File: src/rtl/xs_pkg.sv
// Shared types and constants for the xs_arbiter slice (requester index, state encoding,
// saturating grant-counter helper used when XS_ARB_CNT_EN is defined).
package xs_pkg;
   localparam int XS_NREQ  = 2;
   localparam int XS_CNT_W = 8;

   typedef logic xs_id_t;

   typedef enum logic {
      XS_EMPTY = 1'b0,
      XS_FULL  = 1'b1
   } xs_state_e;

   function automatic logic [XS_CNT_W-1:0] xs_sat_inc(input logic [XS_CNT_W-1:0] v);
      return (&v) ? v : v + 1'b1;
   endfunction
endpackage

File: src/rtl/xs_alu.sv
// Shared XOR / conditional-shift unit: r = a ^ b, shifted left by one when a's MSB is set.
module xs_alu #(
   parameter int WIDTH = 8
) (
   input  logic [WIDTH-1:0] a_i,
   input  logic [WIDTH-1:0] b_i,
   output logic [WIDTH-1:0] res_o
);
   logic [WIDTH-1:0] r;

   assign r     = a_i ^ b_i;
   assign res_o = a_i[WIDTH-1] ? {r[WIDTH-2:0], 1'b0} : r;
endmodule

File: src/rtl/xs_arbiter.sv
// Two-requester round-robin arbiter feeding one xs_alu into a single-entry result register.
// Optional per-requester saturating grant counters are built when XS_ARB_CNT_EN is defined.
//
// state    | meaning
// XS_EMPTY | no result held, any valid request is granted
// XS_FULL  | result held until downstream accepts it
module xs_arbiter
   import xs_pkg::*;
#(
   parameter int WIDTH = 8
) (
   input  logic                     clk,
   input  logic                     rst,
   input  logic [XS_NREQ-1:0]       req_valid,
   output logic [XS_NREQ-1:0]       req_ready,
   input  logic [XS_NREQ*WIDTH-1:0] req_a,
   input  logic [XS_NREQ*WIDTH-1:0] req_b,
   output logic                     res_valid,
   input  logic                     res_ready,
   output logic [WIDTH-1:0]         res_data,
   output xs_id_t                   res_id,
   output logic                     busy
`ifdef XS_ARB_CNT_EN
   ,
   output logic [XS_NREQ*XS_CNT_W-1:0] grant_cnt
`endif
);
   xs_state_e        state_q;
   logic [WIDTH-1:0] data_q;
   xs_id_t           id_q;
   xs_id_t           last_q;

   xs_id_t           sel;
   logic             can_accept;
   logic             grant;
   logic [WIDTH-1:0] op_a;
   logic [WIDTH-1:0] op_b;
   logic [WIDTH-1:0] alu_res;

   // Under contention the requester that did not win last time goes next.
   always_comb begin
      sel = 1'b0;
      if (&req_valid)
         sel = ~last_q;
      else if (req_valid[1])
         sel = 1'b1;
   end

   assign can_accept = (state_q == XS_EMPTY) || res_ready;
   assign grant      = (|req_valid) && can_accept && !rst;
   assign req_ready  = {XS_NREQ{grant}} & (XS_NREQ'(1) << sel);

   assign op_a = sel ? req_a[2*WIDTH-1:WIDTH] : req_a[WIDTH-1:0];
   assign op_b = sel ? req_b[2*WIDTH-1:WIDTH] : req_b[WIDTH-1:0];

   xs_alu #(.WIDTH(WIDTH)) u_alu (
      .a_i   (op_a),
      .b_i   (op_b),
      .res_o (alu_res)
   );

   always_ff @(posedge clk or posedge rst) begin
      if (rst) begin
         state_q <= XS_EMPTY;
         data_q  <= '0;
         id_q    <= 1'b0;
         last_q  <= 1'b1;
      end else if (grant) begin
         state_q <= XS_FULL;
         data_q  <= alu_res;
         id_q    <= sel;
         last_q  <= sel;
      end else if (res_ready) begin
         state_q <= XS_EMPTY;
      end
   end

   assign res_valid = (state_q == XS_FULL);
   assign busy      = res_valid;
   assign res_data  = data_q;
   assign res_id    = id_q;

`ifdef XS_ARB_CNT_EN
   logic [XS_CNT_W-1:0] cnt_q [XS_NREQ];

   always_ff @(posedge clk or posedge rst) begin
      if (rst) begin
         for (int i = 0; i < XS_NREQ; i++)
            cnt_q[i] <= '0;
      end else begin
         for (int i = 0; i < XS_NREQ; i++)
            if (req_ready[i])
               cnt_q[i] <= xs_sat_inc(cnt_q[i]);
      end
   end

   assign grant_cnt = {cnt_q[1], cnt_q[0]};
`endif
endmodule

File: config.mk
export PLATFORM = sky130hd
export DESIGN_NAME = xs_arbiter
export DESIGN_NICKNAME = d
export VERILOG_FILES = /design/src/rtl/xs_pkg.sv /design/src/rtl/xs_alu.sv /design/src/rtl/xs_arbiter.sv
export SDC_FILE = /design/constraint.sdc
export NUM_CORES = 1
export LEC_CHECK = 0
export ABC_AREA = 1
export BUFFER_PORTS_ARGS = -buffer_cell sky130_fd_sc_hd__buf_2
export CELL_PAD_IN_SITES_DETAIL_PLACEMENT = 1
export CELL_PAD_IN_SITES_GLOBAL_PLACEMENT = 2
export CORE_MARGIN = 8
export CORE_UTILIZATION = 19
export CTS_CLUSTER_DIAMETER = 50
export DETAILED_ROUTE_END_ITERATION = 12
export PLACE_DENSITY_LB_ADDON = 0.1
export SLEW_MARGIN = 20
export SYNTH_ARGS = -nofsm -noshare
export SYNTH_HDL_FRONTEND = slang
export SYNTH_SLANG_ARGS = --single-unit
File: constraint.sdc
create_clock -name clk -period 1.1 [get_ports clk]
set_input_delay 0.165 -clock clk [delete_from_list [all_inputs] [get_ports clk]]
set_output_delay 0.165 -clock clk [all_outputs]
set_load 0.1 [all_outputs]
==> results.md, run 1 <==
- The highest achievable clock rate is between 0.6 and 0.7 GHz.
- The critical path contains buffers and inverters numbering 3 combined.
- The initial antenna violation count is 0.
- The worst-case IR drop observed on VDD is about 630 uV.
- The core area is ~5100 um^2.
- For this design, the slowest cell found on the critical path is sky130_fd_sc_hd__dfrtp_4.
- Fill cells in the final layout number 659.
- The max-slew violation count was 0.
- The chip height is 88.2 um.
- The flow ran to the end, but the final reports show violations.
- The floorplan step set the die width to 88.2 um.
- Walking the worst path, the cells encountered are nand2_4, nand3_4, inv_2, nand2_4, clkinvlp_4, buf_12.
- The synthesized netlist contains 15 unique library cells.
- At the pin with the least slew margin, the transition time is 0.181 ns.
- In this run the worst path has a maximum fanout of 4.
- Setup violations remaining at the end of the flow were counted as 13.
- After detailed routing, the number of remaining DRC violations is 0.
- The max capacitance violation total is 0.
- In this run the remaining antenna-violating nets after routing total 0.
- The first-pass GRT wire length is about 5700 um.
- The critical path is of the reg -> out type.
- During placement, the flow inserted port buffers numbering 49.
- The register bit count reported by yosys is 11.
- The library cell used most frequently in the layout, excluding fill and tap cells, is sky130_fd_sc_hd__nand2_1.
- After clock tree synthesis, the clock-pin slew on the worst setup and hold paths is 0.06 ns.
- The routed layout has 1,156 vias.
- Setup repair after global routing could not meet its margin everywhere.
- TritonCTS built the clock tree.
- The via count of the first global-routing pass came to ~1,300.
- The most used cell along the critical path is sky130_fd_sc_hd__nand2_4.
- After the first detailed-routing iteration, the DRC count stood at 17.
- The instance area at placement is roughly 1600 um^2.
- The placed wire-length estimate after detailed placement is a little under 3000 um.
- The first TritonRoute pass finished after 4 iterations.
- Data arrives at the worst endpoint at 1.30 ns.
- The number of antenna cells inserted is 0.
- The routed via count divided by cell count is 3.91.
- Relative to the synthesized area, the layout overhead comes to 80.9%.
- Across the routed clock network, the largest skew measured is 0.00315 ns.
- Counting every instance in the synthesized netlist gives between 150 and 200.
- The final worst-path setup slack is -0.366 ns.
- The sequential-to-total area share from yosys stat is about 28%.
- The clock root buffer is sky130_fd_sc_hd__clkbuf_8.
- In this design, the stage delay of the slowest critical-path cell is between 0.4 and 0.5 ns.
- The total wire length after detailed routing is between 3000 and 4000 um.
- In this run the static leakage power is 1.08 nW.
- Routability-driven placement finished with a final weighted congestion of 0.680.
- In the global route stage, overall resource usage came out at 9.21%.
- The count of endpoints failing hold in the final timing report came to 0.
- The design area is roughly 1800 um^2.
- Headroom to the max-slew limit came out at 87.9%.
- Subtracting the final worst setup slack from the clock period gives about 1.5 ns.
- The worst hold-check path type is in -> async.
- The aggregate negative setup slack is -3.31 ns.
- In the layout the commonest cells are 64 x sky130_fd_sc_hd__nand2_1, 36 x sky130_fd_sc_hd__buf_2, 30 x sky130_fd_sc_hd__inv_1, 27 x sky130_fd_sc_hd__nand2_2, 14 x sky130_fd_sc_hd__buf_12.
- Clock tree synthesis inserted a total of 3 buffers.
- The total standard cell area after synthesis is 990 um^2.
- The pin count of the biggest net entering global routing is 12.
- The period utilization is 133%.
- The net count of the finished layout is about 260.
- The fraction of final layout cells with drive strength greater than 1 is 52.7%.
- The checks that failed: negative setup slack.
- The mean post-synth cell area is 6.19 um^2.
- The clock passes through at most 2 buffers.
- For this run, the number of Yosys warnings is 0.
- The depth of the CTS H-tree is 1.
- On the critical path the largest part of the delay comes from flip-flops.
- After detailed routing, the average wire length per cell comes to roughly 11 um.
- The remaining global-route overflow is 0.
- Dividing total power by cell area gives a power density of roughly 1500 nW/um^2.
- The synthesized net count is 197.
- In this run the count of I/O pins placed on the die edge is 50.
- The element type at the critical path end is an output port.
- The required time of the critical path is 0.94 ns.
- The floorplan die area is 7770 um^2.
- At the later pin of the worst-skew pair, clock insertion delay measures 0.24 ns.
- Once the floorplan was initialized, standard cells occupied 19.5% of the core.
- The floorplan has 26 rows.
- Counting every sink on the clock net gives 11.
- The worst setup path is launched from a flop.
==> cell families (layout without fill, tap and decap cells) <==
| logic type | count (synthesis) | after routing | synth area share [%] |
|---|---|---|---|
| flops | 11 | 11 | 27.9 |
| xor+xnor | 2 | 2 | 1.77 |
| simple gates | 111 | 111 | 54.5 |
| buf+inv | 36 | 102 | 15.8 |
==> routing by layer <==
metal | share of wire, % | GRT usage [%] | up-vias
met1 | 38 | 9.53 | 539
met3 | 5.4 | 2.16 | 5
li1 | - | - | 586
met5 | 0 | 0 | -
met4 | 0.59 | 1.84 | 0
met2 | 56 | 18.1 | 26
==> synth_stat cells <==
master / number / area (um^2)
sky130_fd_sc_hd__nor2_2: 1 / 6.26
sky130_fd_sc_hd__inv_4: 1 / 6.26
sky130_fd_sc_hd__dfstp_2: 1 / 26.3
sky130_fd_sc_hd__dfrtp_1: 10 / 250
sky130_fd_sc_hd__nand2_4: 2 / 22.5
sky130_fd_sc_hd__buf_4: 1 / 7.51
sky130_fd_sc_hd__inv_1: 32 / 120
sky130_fd_sc_hd__nor2_8: 2 / 40.0
sky130_fd_sc_hd__nand2_1: 87 / 327
sky130_fd_sc_hd__nand3_4: 1 / 17.5
sky130_fd_sc_hd__buf_6: 2 / 22.5
sky130_fd_sc_hd__xor2_1: 2 / 17.5
sky130_fd_sc_hd__nand3_1: 4 / 20.0
sky130_fd_sc_hd__nand2_2: 9 / 56.3
sky130_fd_sc_hd__nand3_2: 5 / 50.1
==> worst register-to-register path, cell delays in order (launching register included) <==
cell	delay [ns]
sky130_fd_sc_hd__dfstp_2	0.55
sky130_fd_sc_hd__nand2_4	0.06
sky130_fd_sc_hd__nand2_4	0.07
sky130_fd_sc_hd__inv_4	0.05
sky130_fd_sc_hd__buf_4	0.14
sky130_fd_sc_hd__buf_12	0.14
sky130_fd_sc_hd__nand2_2	0.07
sky130_fd_sc_hd__nand2_2	0.06
sky130_fd_sc_hd__nand2_2	0.07
sky130_fd_sc_hd__nand3_2	0.07
==> where the power goes <==
part	internal, mW	switching [mW]	total [mW]
Clock	0.250	0.166	0.416
Combinational	0.621	1.05	1.67
Sequential	0.500	0.113	0.613
==> final timing paths <==
check,startpoint,endpoint,slack [ns],cells after the start
max in group asynchronous,rst,last_q,0.86,3
max reg2reg,last_q,res_data[2],-0.30,9
max,busy,req_ready[1],-0.37,6
min reg2reg,last_q,last_q,0.52,2
min,rst,res_id,0.01,3
min in group clk,req_b[15],res_data[7],0.24,5
==> area by class of cell <==
cell class	instances	area (um^2)	area share, %
repair buffers	65	592	33.1
clock inverters	1	5.00	0.280
clock buffers	3	41.3	2.31
well taps	70	87.6	4.89
flip-flops and latches	11	280	15.7
multi-input cells	113	654	36.5
inverters	33	130	7.27
==> registers in the layout, summed over array words and instances, names as in the netlist <==
| register | count |
|---|---|
| last_q | 1 |
| res_id | 1 |
| res_data | 8 |
| busy | 1 |
==> stage by stage <==
stage	util, %	hold WS (ns)	instances	power [mW]	setup slack [ns]
global placement	31.6	0.262	287	2.18	-0.203
floorplan	-	0.0479	160	1.55	-0.627
CTS	33.4	0.0220	294	2.68	-0.388
finish	35.3	0.0107	296	2.70	-0.366
global route	35.3	0.0386	296	2.84	-0.423
detailed placement	31.6	0.278	287	2.21	-0.260
==> what timing repair did <==
action                                  4_1_cts  5_1_grt
pin swaps                                     3       11
gates resized for setup                       9       25
hold buffers                                  0        0
cloned                                        0        0
setup buffers                                 5        2
endpoints found under the setup margin       14       14
No activity file was read; power rests on OpenSTA's default activity.
==> run 2, diff against run 1 <==
- SKIP_LAST_GASP: unset -> 1
==> run 2 against run 1 <==
Compared with the run above:
- the flow still finishes with violations (negative setup slack)
- worst setup slack barely moved
- combinational power barely moved
- register-to-register slack barely moved
- non-clock buffer count did not move
- clock power barely moved
- first-iteration DRC count rose by 5.9%
- sequential cell count did not move
- clock-buffer cell count did not move
==> results.md, run 2 (synthesized netlist as in run 1, its figures left out) <==
- The minimum period implied by the final worst setup slack is 1.47 ns (about the same).
- The startpoint class of the critical path is a flop (unchanged).
- The depth of the CTS H-tree was 1 (unchanged).
- RSZ-0062 raised after global routing: true (unchanged).
- The final number of setup-violating endpoints is 13 (unchanged).
- The floorplan die area is 7770 um^2 (unchanged).
- The global-route met2 utilization is 18.1% (unchanged).
- The total number of placement rows is 26 (unchanged).
- The DRC violation count after routing is 0 (unchanged).
- The final clock skew is 0.00315 ns (about the same).
- Commonest non-fill, non-tap cells in the layout: 66 x sky130_fd_sc_hd__nand2_1, 36 x sky130_fd_sc_hd__buf_2, 30 x sky130_fd_sc_hd__inv_1, 25 x sky130_fd_sc_hd__nand2_2, 14 x sky130_fd_sc_hd__buf_12 (was 64 x sky130_fd_sc_hd__nand2_1, 36 x sky130_fd_sc_hd__buf_2, 30 x sky130_fd_sc_hd__inv_1, 27 x sky130_fd_sc_hd__nand2_2, 14 x sky130_fd_sc_hd__buf_12).
- The design area is 1780 um^2 (was 1790 um^2).
- The pin count of the biggest net entering global routing came to 12 (unchanged).
- The placed wire-length estimate after detailed placement is 2890 um (unchanged).
- The routed via count divided by cell count is 3.91 (about the same).
- The synthesis-to-finish area growth is 80.0% (was 80.9%).
- The worst hold slack is 0.0106 ns (was 0.0107 ns).
- The count of endpoints failing hold in the final timing report is 0 (unchanged).
- The via count was 1,157 (was 1,156).
- The max-slew violation count came to 0 (unchanged).
- The later-pin clock latency in the skew report was 0.24 ns (about the same).
- The fraction of final layout cells with drive strength greater than 1 is 51.8% (was 52.7%).
- The clock sink count is 11 (unchanged).
- The post-layout instance count excluding filler cells was 296 (unchanged).
- The total power consumption of the routed design is 2.69 mW (was 2.70 mW).
- The leading cell type in the layout, fill and taps excluded is sky130_fd_sc_hd__nand2_1 (unchanged).
- Violations in the final reports: negative setup slack (unchanged).
- The remaining number of nets flagged by the antenna check after routing came to 0 (unchanged).
- The count of pins on the block boundary is 50 (unchanged).
- The number of buffers inserted during clock tree synthesis is 3 (unchanged).
- The leakage power summed over all cells is 1.08 nW (about the same).
- The violation count after the first detailed-routing iteration came to 18 (was 17).
- The final worst-path setup slack is -0.365 ns (was -0.366 ns).
- The core area is 5070 um^2 (unchanged).
- The number of port buffers is 49 (unchanged).
- The total wire length after detailed routing came to 3380 um (was 3390 um).
- The period utilization is 133% (about the same).
- The overall global routing resource usage was 9.21% (unchanged).
- The first-pass GRT wire length was 5710 um (unchanged).
- The number of buffers on the longest clock path is 2 (unchanged).
- The chip height came to 88.2 um (unchanged).
- The max capacitance violation total came to 0 (unchanged).
- The met1 usage in global routing came to 9.53% (unchanged).
- The largest fanout on the critical path is 4 (unchanged).
- The global routing's busiest layer is met2 (unchanged).
- The worst path arrival time is 1.30 ns (about the same).
- The via count of the first global-routing pass is 1,305 (unchanged).
- The clock transition time at the flip-flop clock pins of the worst setup and hold paths is 0.06 ns (about the same).
- The weighted congestion at the end of routability-driven global placement came to 0.680 (unchanged).
- The die span in x is 88.2 um (unchanged).
- The instance area at placement came to 1600 um^2 (unchanged).
- The highest achievable clock rate came to 0.682 GHz (about the same).
- The element type at the critical path end is an output port (unchanged).
- The worst reg-to-reg setup slack is -0.30 ns (about the same).
- Outcome: complete, but fails checks (unchanged).
- The clock root buffer is sky130_fd_sc_hd__clkbuf_8 (unchanged).
- The worst-case headroom to the max-slew limit is 87.9% (about the same).
- The clock tree from TritonCTS was yes (unchanged).
- The flip-flop count of the largest register after layout is 8 (unchanged).
- The required time of the critical path is 0.94 ns (about the same).
- The number of antenna cells inserted is 0 (unchanged).
- The initial antenna violation count is 0 (unchanged).
- The worst hold-check path type is in -> async (unchanged).
- The met3 global-route usage was 2.16% (unchanged).
- The routed wire length per instance is 11.4 um (about the same).
- The cell total after placement is 287 (unchanged).
- The remaining global-route overflow is 0 (unchanged).
- The total power divided by cell area is 1510 nW/um^2 (about the same).
- The post-layout net count is 264 (unchanged).
- The initial standard-cell utilization of the core is 19.5% (unchanged).
- The final cell utilization of the core is 35.1% (was 35.3%).
- The worst supply voltage drop on vdd is 630 uV (was 632 uV).
- The setup slack after placement was -0.260 ns (unchanged).
- The kind of critical path is reg -> out (unchanged).
- The slew at the pin with the worst max-slew slack is 0.181 ns (about the same).
- The aggregate negative setup slack was -3.31 ns (about the same).
- The number of iterations in the first detailed-routing pass was 4 (unchanged).
==> run 2: timing repair <==
| action | in CTS | in global routing |
|---|---|---|
| endpoints found under the setup margin | 14 | 14 |
| hold buffers | 0 | 0 |
| buffers inserted | 5 | 2 |
| pin swaps | 3 | 10 |
| resized for setup | 9 | 22 |
==> run 2: layout make-up <==
type / instances / area [um^2]
clock buffer: 3 / 41.3
sequential: 11 / 280
tap: 70 / 87.6
inverter: 33 / 130
timing repair buffer: 65 / 588
multi-input combinational: 113 / 649
clock inverter: 1 / 5.00
fill: 662 / 3290
==> run 2: layer usage <==
| layer | up-vias | share of wire, % | wire, um |
|---|---|---|---|
| li1 | 586 | - | - |
| met1 | 540 | 38 | 1280 |
| met2 | 26 | 56 | 1900 |
| met3 | 5 | 5.4 | 182 |
| met4 | 0 | 0.59 | 20 |
| met5 | - | 0 | 0 |
==> run 2: power breakdown <==
part	switching (mW)	internal, mW	total [mW]
Combinational	1.04	0.616	1.66
Sequential	0.111	0.500	0.611
Clock	0.166	0.250	0.416
==> run 2: final timing paths <==
check,to,depth (start not counted),from
worst max-delay path,req_ready[1],6,busy
worst min-delay path,res_id,3,rst
worst max register to register,res_data[2],9,last_q
worst min register to register,last_q,2,last_q
max in group asynchronous,last_q,3,rst
min in group clk,res_data[7],5,req_b[15]
==> run 2: critical path, stage by stage, from the launching register on <==
cell,delay [ns]
sky130_fd_sc_hd__dfrtp_4,0.48
sky130_fd_sc_hd__nand2_4,0.09
sky130_fd_sc_hd__nand3_4,0.10
sky130_fd_sc_hd__inv_2,0.09
sky130_fd_sc_hd__nand2_4,0.06
sky130_fd_sc_hd__clkinvlp_4,0.08
sky130_fd_sc_hd__buf_12,0.17
